**config.mk**
```make
export PLATFORM = sky130hd
export DESIGN_NAME = multicycle_control_unit
export DESIGN_NICKNAME = d
export VERILOG_FILES = /design/src/rtl/multicycle_control_unit.sv
export SDC_FILE = /design/constraint.sdc
export NUM_CORES = 1
export LEC_CHECK = 0
export BUFFER_PORTS_ARGS = -buffer_cell sky130_fd_sc_hd__buf_2
export CORE_ASPECT_RATIO = 1.25
export CORE_MARGIN = 2
export CORE_UTILIZATION = 53
export CTS_CLUSTER_SIZE = 24
export DETAILED_ROUTE_END_ITERATION = 16
export PLACE_DENSITY = 0.83
export SLEW_MARGIN = 40
export SYNTH_ARGS = -nofsm -noshare
export SYNTH_HDL_FRONTEND = slang
export SYNTH_SLANG_ARGS = --single-unit
```
**constraint.sdc**
```tcl
create_clock -name clk -period 3.2 [get_ports clk]
set_clock_uncertainty 0.1 [all_clocks]
set_input_delay 0.64 -clock clk [delete_from_list [all_inputs] [get_ports clk]]
set_output_delay 0.64 -clock clk [all_outputs]
set_load 0.05 [all_outputs]
```
**src/rtl/multicycle_control_unit.sv**
```systemverilog
// -----------------------------------------------------------------------------
// multicycle_control_unit
//
// Main sequencer for a multi-cycle RV32I core. Walks each instruction through
// IF -> ID -> EX -> (MEM) -> (WB), drives the fetch strobes and datapath
// controls, waits on the data-memory ready handshake, counts retired
// instructions, and parks in a sticky TRAP state on an illegal opcode or a
// memory timeout.
//
// Ports
//   clk, rst            rising-edge clock, synchronous active-high reset
//   opcode/funct3/funct7 decoded IR fields (stable from ID until next IF)
//   alu_zero            ALU result == 0, consulted in EX for branches
//   mem_ready           data memory handshake, sampled in MEM
//   pc_write, ir_write  fetch/decode strobes
//   pc_src              0: PC+4, 1: branch/jump target
//   reg_write           register file write enable
//   alu_src_a/b, alu_op ALU operand and operation select
//   mem_read/mem_write  data memory requests
//   wb_sel              00 ALU, 01 memory data, 10 PC+4
//   trap                sticky fault flag
//   state               current FSM state (observation)
//   instret             retired-instruction count
// -----------------------------------------------------------------------------
module multicycle_control_unit #(
  parameter int INSTRET_W   = 32,
  parameter int MEM_TIMEOUT = 15
) (
  input  logic                 clk,
  input  logic                 rst,
  input  logic [6:0]           opcode,
  input  logic [2:0]           funct3,
  input  logic [6:0]           funct7,
  input  logic                 alu_zero,
  input  logic                 mem_ready,
  output logic                 pc_write,
  output logic                 ir_write,
  output logic                 pc_src,
  output logic                 reg_write,
  output logic                 alu_src_a,
  output logic                 alu_src_b,
  output logic [3:0]           alu_op,
  output logic                 mem_read,
  output logic                 mem_write,
  output logic [1:0]           wb_sel,
  output logic                 trap,
  output logic [2:0]           state,
  output logic [INSTRET_W-1:0] instret
);

  typedef enum logic [2:0] {
    ST_IF   = 3'd0,
    ST_ID   = 3'd1,
    ST_EX   = 3'd2,
    ST_MEM  = 3'd3,
    ST_WB   = 3'd4,
    ST_TRAP = 3'd7
  } state_t;

  localparam logic [6:0] OP_R      = 7'b0110011;
  localparam logic [6:0] OP_I      = 7'b0010011;
  localparam logic [6:0] OP_LOAD   = 7'b0000011;
  localparam logic [6:0] OP_STORE  = 7'b0100011;
  localparam logic [6:0] OP_BRANCH = 7'b1100011;
  localparam logic [6:0] OP_JAL    = 7'b1101111;
  localparam logic [6:0] OP_LUI    = 7'b0110111;

  // Last stalled cycle allowed before the access is declared dead.
  localparam logic [7:0] WAIT_LAST = 8'(MEM_TIMEOUT - 1);

  state_t                state_r;
  logic [INSTRET_W-1:0]  instret_r;
  logic                  trap_r;
  logic [7:0]            wait_cnt_r;

  logic is_r_s, is_i_s, is_load_s, is_store_s, is_branch_s, is_jal_s, is_lui_s;
  logic legal_s;
  logic alu_src_a_s, alu_src_b_s;
  logic [3:0] alu_op_s;

  // Only funct7[5] selects SUB/SRA; the other bits are don't-care here.
  logic unused_funct7_s;
  assign unused_funct7_s = ^{funct7[6], funct7[4:0]};

  // Instruction class decode; only BEQ/BNE are supported branch forms.
  always_comb begin
    is_r_s      = (opcode == OP_R);
    is_i_s      = (opcode == OP_I);
    is_load_s   = (opcode == OP_LOAD);
    is_store_s  = (opcode == OP_STORE);
    is_branch_s = (opcode == OP_BRANCH) && (funct3[2:1] == 2'b00);
    is_jal_s    = (opcode == OP_JAL);
    is_lui_s    = (opcode == OP_LUI);
    legal_s     = is_r_s | is_i_s | is_load_s | is_store_s |
                  is_branch_s | is_jal_s | is_lui_s;
  end

  // ALU operand/operation select per instruction class.
  always_comb begin
    alu_src_a_s = 1'b0;
    alu_src_b_s = 1'b0;
    alu_op_s    = 4'b0000;
    if (is_r_s) begin
      alu_op_s = {funct7[5], funct3};
    end else if (is_i_s) begin
      alu_src_b_s = 1'b1;
      // Bit 3 only distinguishes SRAI from SRLI; other immediates use ADD-class.
      alu_op_s    = {((funct3 == 3'b101) ? funct7[5] : 1'b0), funct3};
    end else if (is_branch_s) begin
      alu_op_s = 4'b1000;
    end else if (is_load_s || is_store_s) begin
      alu_src_b_s = 1'b1;
    end else if (is_lui_s) begin
      // LUI computes 0 + imm32.
      alu_src_a_s = 1'b1;
      alu_src_b_s = 1'b1;
    end else begin
      alu_op_s = 4'b0000;
    end
  end

  // Sequencer: state, retire counter, sticky trap and MEM wait counter.
  always_ff @(posedge clk) begin
    if (rst) begin
      state_r    <= ST_IF;
      instret_r  <= {INSTRET_W{1'b0}};
      trap_r     <= 1'b0;
      wait_cnt_r <= 8'd0;
    end else begin
      wait_cnt_r <= 8'd0;
      case (state_r)
        ST_IF: begin
          state_r <= ST_ID;
        end
        ST_ID: begin
          if (legal_s) begin
            state_r <= ST_EX;
          end else begin
            state_r <= ST_TRAP;
            trap_r  <= 1'b1;
          end
        end
        ST_EX: begin
          if (is_branch_s) begin
            instret_r <= instret_r + INSTRET_W'(1);
            state_r   <= ST_IF;
          end else if (is_load_s || is_store_s) begin
            state_r <= ST_MEM;
          end else if (is_r_s || is_i_s || is_lui_s || is_jal_s) begin
            state_r <= ST_WB;
          end else begin
            state_r <= ST_TRAP;
            trap_r  <= 1'b1;
          end
        end
        ST_MEM: begin
          if (mem_ready) begin
            if (is_load_s) begin
              state_r <= ST_WB;
            end else if (is_store_s) begin
              instret_r <= instret_r + INSTRET_W'(1);
              state_r   <= ST_IF;
            end else begin
              state_r <= ST_TRAP;
              trap_r  <= 1'b1;
            end
          end else if (wait_cnt_r == WAIT_LAST) begin
            state_r <= ST_TRAP;
            trap_r  <= 1'b1;
          end else begin
            wait_cnt_r <= wait_cnt_r + 8'd1;
          end
        end
        ST_WB: begin
          instret_r <= instret_r + INSTRET_W'(1);
          state_r   <= ST_IF;
        end
        ST_TRAP: begin
          state_r <= ST_TRAP;
          trap_r  <= 1'b1;
        end
        default: begin
          state_r <= ST_TRAP;
          trap_r  <= 1'b1;
        end
      endcase
    end
  end

  // Output decode from state and IR fields; everything held low during reset.
  always_comb begin
    pc_write  = 1'b0;
    ir_write  = 1'b0;
    pc_src    = 1'b0;
    reg_write = 1'b0;
    alu_src_a = 1'b0;
    alu_src_b = 1'b0;
    alu_op    = 4'b0000;
    mem_read  = 1'b0;
    mem_write = 1'b0;
    wb_sel    = 2'b00;
    trap      = 1'b0;
    state     = 3'd0;
    instret   = {INSTRET_W{1'b0}};
    if (rst) begin
      trap = 1'b0;
    end else begin
      state   = state_r;
      instret = instret_r;
      trap    = trap_r;
      case (state_r)
        ST_IF: begin
          pc_write = 1'b1;
          ir_write = 1'b1;
        end
        ST_ID: begin
          pc_write = 1'b0;
        end
        ST_EX: begin
          alu_src_a = alu_src_a_s;
          alu_src_b = alu_src_b_s;
          alu_op    = alu_op_s;
          if (is_branch_s) begin
            // funct3[0] inverts the condition: BEQ takes on zero, BNE on non-zero.
            pc_write = alu_zero ^ funct3[0];
            pc_src   = 1'b1;
          end else if (is_jal_s) begin
            pc_write = 1'b1;
            pc_src   = 1'b1;
          end else begin
            pc_write = 1'b0;
          end
        end
        ST_MEM: begin
          alu_src_a = alu_src_a_s;
          alu_src_b = alu_src_b_s;
          alu_op    = alu_op_s;
          mem_read  = is_load_s;
          mem_write = is_store_s;
        end
        ST_WB: begin
          alu_src_a = alu_src_a_s;
          alu_src_b = alu_src_b_s;
          alu_op    = alu_op_s;
          reg_write = 1'b1;
          if (is_load_s) begin
            wb_sel = 2'b01;
          end else if (is_jal_s) begin
            wb_sel = 2'b10;
          end else begin
            wb_sel = 2'b00;
          end
        end
        ST_TRAP: begin
          trap = 1'b1;
        end
        default: begin
          trap = trap_r;
        end
      endcase
    end
  end

endmodule
```
# Word-level counts from Yosys, hierarchy flattened
# Index checks and enable logic that the tools add are counted.
# totals
ff_bits	44
in_bits	21
output_inout_bits	50
wordCells	118
# classes
add_sub_neg	2
n_eq_ne	25
n_mux	65
n_bitwise	9
reduce_logical	13
# ops
op	n
2-to-1 mux 32 bit	5
case mux 32 bit (3 select lines)	1
2-to-1 mux 1 bit	38
adder 32 x 1 -> 32 bit, second input constant	1
2-to-1 mux 3 bit	8
equality test 7 x 6 -> 1 bit, second input constant	3
2-to-1 mux 4 bit	5
inequality test 2 bit, second input constant	8
case mux 3 bit (5 select lines)	1
equality test 7 bit, second input constant	2
2-to-1 mux 2 bit	5
equality test 3 bit, second input constant	3
inequality test 3 bit, second input constant	3
adder 8 x 1 -> 8 bit, second input constant	1
equality test 8 x 4 -> 1 bit, second input constant	1
AND reduction 8 bit	1
equality test 7 x 2 -> 1 bit, second input constant	1
equality test 7 x 5 -> 1 bit, second input constant	1
equality test 3 x 2 -> 1 bit, second input constant	2
bitwise OR 1 bit	6
AND reduction 5 bit	1
logical OR 1 bit	4
case mux 1 bit (4 select lines)	1
OR reduction 4 bit	1
other kinds (10)	11

# Longest topological paths before layout
# depth
word_depth	9
mapped_depth	9

# Worst setup path before layout
# OpenSTA, ideal clock, no wires.
# synth_path
kind	in2out
from	input port rst
to	output port wb_sel[0]
t_arrival_ps	3018
path_slack_ps	-558
path_stages	3
n_path_buf	1
path_cell_list	clkbuf_1 > nor4_1 > and3b_1
# synth_between
elab_chain_cells	1
# synth_rtl
item	line_no	rtl
start: declaration	30	input logic rst,
2-to-1 mux 2 bit	205	if (rst) begin
end: declaration	45	output logic [1:0] wb_sel,
# Every way passes these cells.

# Worst setup path after layout
# layout_path
from	input port opcode[5]
to	output port pc_write
# layout_between
elab_chain_cells	5
word_cells_on_any_way	7
cone_classes	eq/ne: 2; mux: 4; reduce/logical: 1
# layout_rtl
item	line_no	rtl
start: declaration	31	input logic [6:0] opcode,
equality test 7 bit (on tied branches)	92, 91	
2-to-1 mux 1 bit or logical AND 1 bit (tied branches)	227, 91	
2-to-1 mux 1 bit *	223	if (is_branch_s) begin
case mux 1 bit (2 select lines) *	211	case (state_r)
2-to-1 mux 1 bit *	205	
end: declaration	36	output logic pc_write,
# Every way passes the cells marked *; elsewhere a longest branch is shown, timed or not.

==> metrics.md <==
| Metric | Value |
|---|---|
| Global-route wire length before repair | between 9000 and 10000 um |
| Compound-Gate Fraction of Synth Area | between 10% and 20% |
| Cell Rows | 29 |
| RD Place Congestion | 0.795 |
| Yosys warnings | 0 |
| Synth Register Bits | 44 |
| Combinational family with the most area after synthesis | simple AND/OR/NAND/NOR gates |
| R2R setup slack | 0.65 ns |
| # setup viols final | 0 |
| Synth Area in Adders | under 10% |
| Reg-to-reg critical path startpoint | state_r[1] |
| Register area share after synthesis | between 30% and 40% |
| Core ar. | around 5000 um^2 |
| WP data arrival | 2.17 ns |
| Synth Flop Type | dfxtp_1 |
| Root Buffer | clkbuf_8 |
| CTS clk-pin slew, worst paths | 0.09 ns |
| Total grt overflow | 0 |
| HPWL Detailed | between 4000 and 5000 um |
| Clock buffer depth | 2 |
| DR vias/cell | between 5 and 6 |
| Pwr dens | roughly 350 nW/um^2 |
| Layout cells sized above 1 | about 22% |
| Endpoint of the worst register-to-register path | instret_r[17] |
| Worst hold path class | reg2reg |
| Detailed Route WL | approximately 6100 um |
| Final Critical Period | between 2 and 3 ns |
| DIE WIDTH | between 60 and 70 um |
| R2R depth | 5 |
| Vias in the first global route | ~2300 |
| Net Count, Synth | 364 |
| Detailed Routing Iterations Pass 1 | 5 |
| Initial Util | a little over half |
| CP Launch Type | primary input |
| Slew HR | ~62% |
| H-tree depth | 2 |
| Number of nets in the layout | about 420 |
| Post-synth ARST share | 0% |
| Post-Route Setup TNS | 0 ns |
| RSZ-0062 raised after global routing | false |
| I/O pin cnt | ~70 |
| Post-synth EDFFs | 0 |
| Post-route DRC | 0 |
| Worst Tran Pin Value | 0.562 ns |
| Hold path endpoint | trap_r |
| Crit-path max FO | 11 |
| Simple-Gate Fraction of Synth Area | around two fifths |
| Setup bufs post-CTS | 0 |
| XOR/XNOR Fraction of Synth Area | between 6 and 7% |
| Largest vdd supply drop | roughly 0.24 mV |
| Post-Syn Area | 2710 um^2 |
| Number of CTS-inserted buffers | 5 |
| Clock sinks | 44 |
| Final Hold Fails | 0 |
| Hold buffers post-CTS | 0 |
| Area of the die | 5710 um^2 |
| Worst slack, placed | roughly 0.31 ns |
| Number of buffers added on ports | 64 |
| Max Freq | 344 MHz |
| Routed wire per std cell | approximately 13 um |
| Largest net degree at the start of global routing | 41 |
| Fin crit share | about 91% |
| Initial antenna violation count | 0 |
| Distinct cells, synth | 52 |
| Synth-to-layout area growth | 16.6% |
| Setup ws final | roughly 0.29 ns |
| Post-synthesis average cell area | around 8 um^2 |
| Kind of critical path | in2out |
| Worst hold path cell count | 2 |
| DR vias | ~2600 |
| Initial DRC count | between 100 and 150 |
| Clk_lat worst skew | 0.30 ns |
| Post-CTS resize count | 0 |
| CTS tree | done |
| Critical path required time | ~2.5 ns |
| Cells after Synth | 340 |
| Max cap viols | 0 |
| Outcome | finished clean |
| Global Route Usage Sum | 22.0% |
| Min-delay src | trap_r |
| Die Y | between 80 and 90 um |
| Multiplexer share of the synthesized area | approximately 5.3% |
| Crit end category | primary output |
| P_leak | 1.33 nW |
| Fin. max-slew vios | 0 |
| Antenna viol nets, final | 0 |
| Antenna fix cells | 0 |
[cell families (layout without fill, tap and decap cells)]
family | after synthesis | after routing
and+or+nand+nor | 189 | 189
AOI/OAI and AO/OA | 45 | 45
DFF | 44 | 44
buffers and inverters | 27 | 83
xor gates and xnor gates | 19 | 19
muxes | 13 | 13
adders and majority gates | 3 | 3
[area by class of cell]
class                   count  area, um^2
multi-input cells         269        1740
clock inverters             2        10.0
well taps                  62        77.6
inverters                   8        30.0
flip-flops and latches     44         881
clock buffers               6        82.6
repair buffers             67         343
fillers                   466        1840
[per-stage QoR]
step | std cells | utilization, % | hold WS (ns) | power (mW) | instance area, um^2
2_1_floorplan | 340 | - | 0.337 | 0.711 | 2740
3_3_place_gp | 450 | 61.3 | 0.353 | 0.743 | 3070
3_5_place_dp | 450 | 61.3 | 0.373 | 0.746 | 3070
4_1_cts | 458 | 63.2 | 0.385 | 1.11 | 3160
5_1_grt | 458 | 63.2 | 0.411 | 1.14 | 3160
6_report | 458 | 63.2 | 0.383 | 1.10 | 3160
[power by group]
part | leakage [nW] | internal (mW) | switching, mW
Combinational | 0.924 | 0.0502 | 0.106
Clock | 0.0510 | 0.172 | 0.191
Sequential | 0.356 | 0.556 | 0.0209
[layout by cell type, fill, tap and decap left out, types with 3 or more instances in the layout]
| master | instances |
|---|---|
| clkbuf_8 | 6 |
| nand4_1 | 5 |
| and3b_1 | 3 |
| nand2_1 | 26 |
| and3_1 | 8 |
| or4_1 | 8 |
| and2_1 | 5 |
| mux2_1 | 12 |
| o31ai_1 | 5 |
| xnor2_1 | 14 |
| nor2b_1 | 31 |
| nand3_1 | 18 |
| a211oi_1 | 3 |
| nor4_1 | 3 |
| nor3_1 | 13 |
| inv_1 | 8 |
| ha_1 | 3 |
| dfxtp_1 | 44 |
| o21ai_0 | 6 |
| xor2_1 | 5 |
| nor3b_2 | 3 |
| nor4_2 | 3 |
| buf_2 | 64 |
| a2111oi_0 | 5 |
| buf_4 | 3 |
| nor2_1 | 46 |
| a21oi_1 | 15 |
[state kept, by name, summed over array words and instances (netlist names)]
name and count:
wait_cnt_r 8, state_r 3, instret_r 32, trap_r 1
[layer usage]
layer	track usage, %	vias up	wire (um)
met3	3.64	9	323
met2	38.5	72	3030
met5	0	-	0
met1	25.9	1206	2640
met4	8.18	0	105
li1	-	1311	-
[cells in the mapped netlist (all sizes together) (9+ instances only)]
master | instances | area share (%)
xnor2 | 14 | 4.5
or4 | 9 | 2.6
nor3 | 13 | 2.4
nor2b | 32 | 7.4
nand2 | 26 | 3.6
a21oi | 15 | 2.8
dfxtp | 44 | 32
mux2 | 12 | 5.0
nand3 | 19 | 3.7
clkbuf | 9 | 1.2
nor2 | 46 | 6.4
buf | 10 | 2.0
[worst max-delay path by stage]
stage	from	endpoint	slack, ns	cells past startpoint
after floorplan	rst	pc_write	0.09	4
after global placement	opcode[5]	pc_write	0.34	7
after detailed placement	opcode[5]	pc_write	0.31	7
after CTS	opcode[5]	pc_write	0.29	7
after global routing	state_r[2]	alu_src_b	0.15	6
final	opcode[5]	pc_write	0.29	7
[critical path, cell delays in order]
cell and delay, ns:
buf_2 0.20, nor4b_4 0.31, nand2_1 0.15, nor3_1 0.32, o211a_1 0.20, a21o_1 0.10, buf_2 0.25
(Power assumes the default switching activity.)
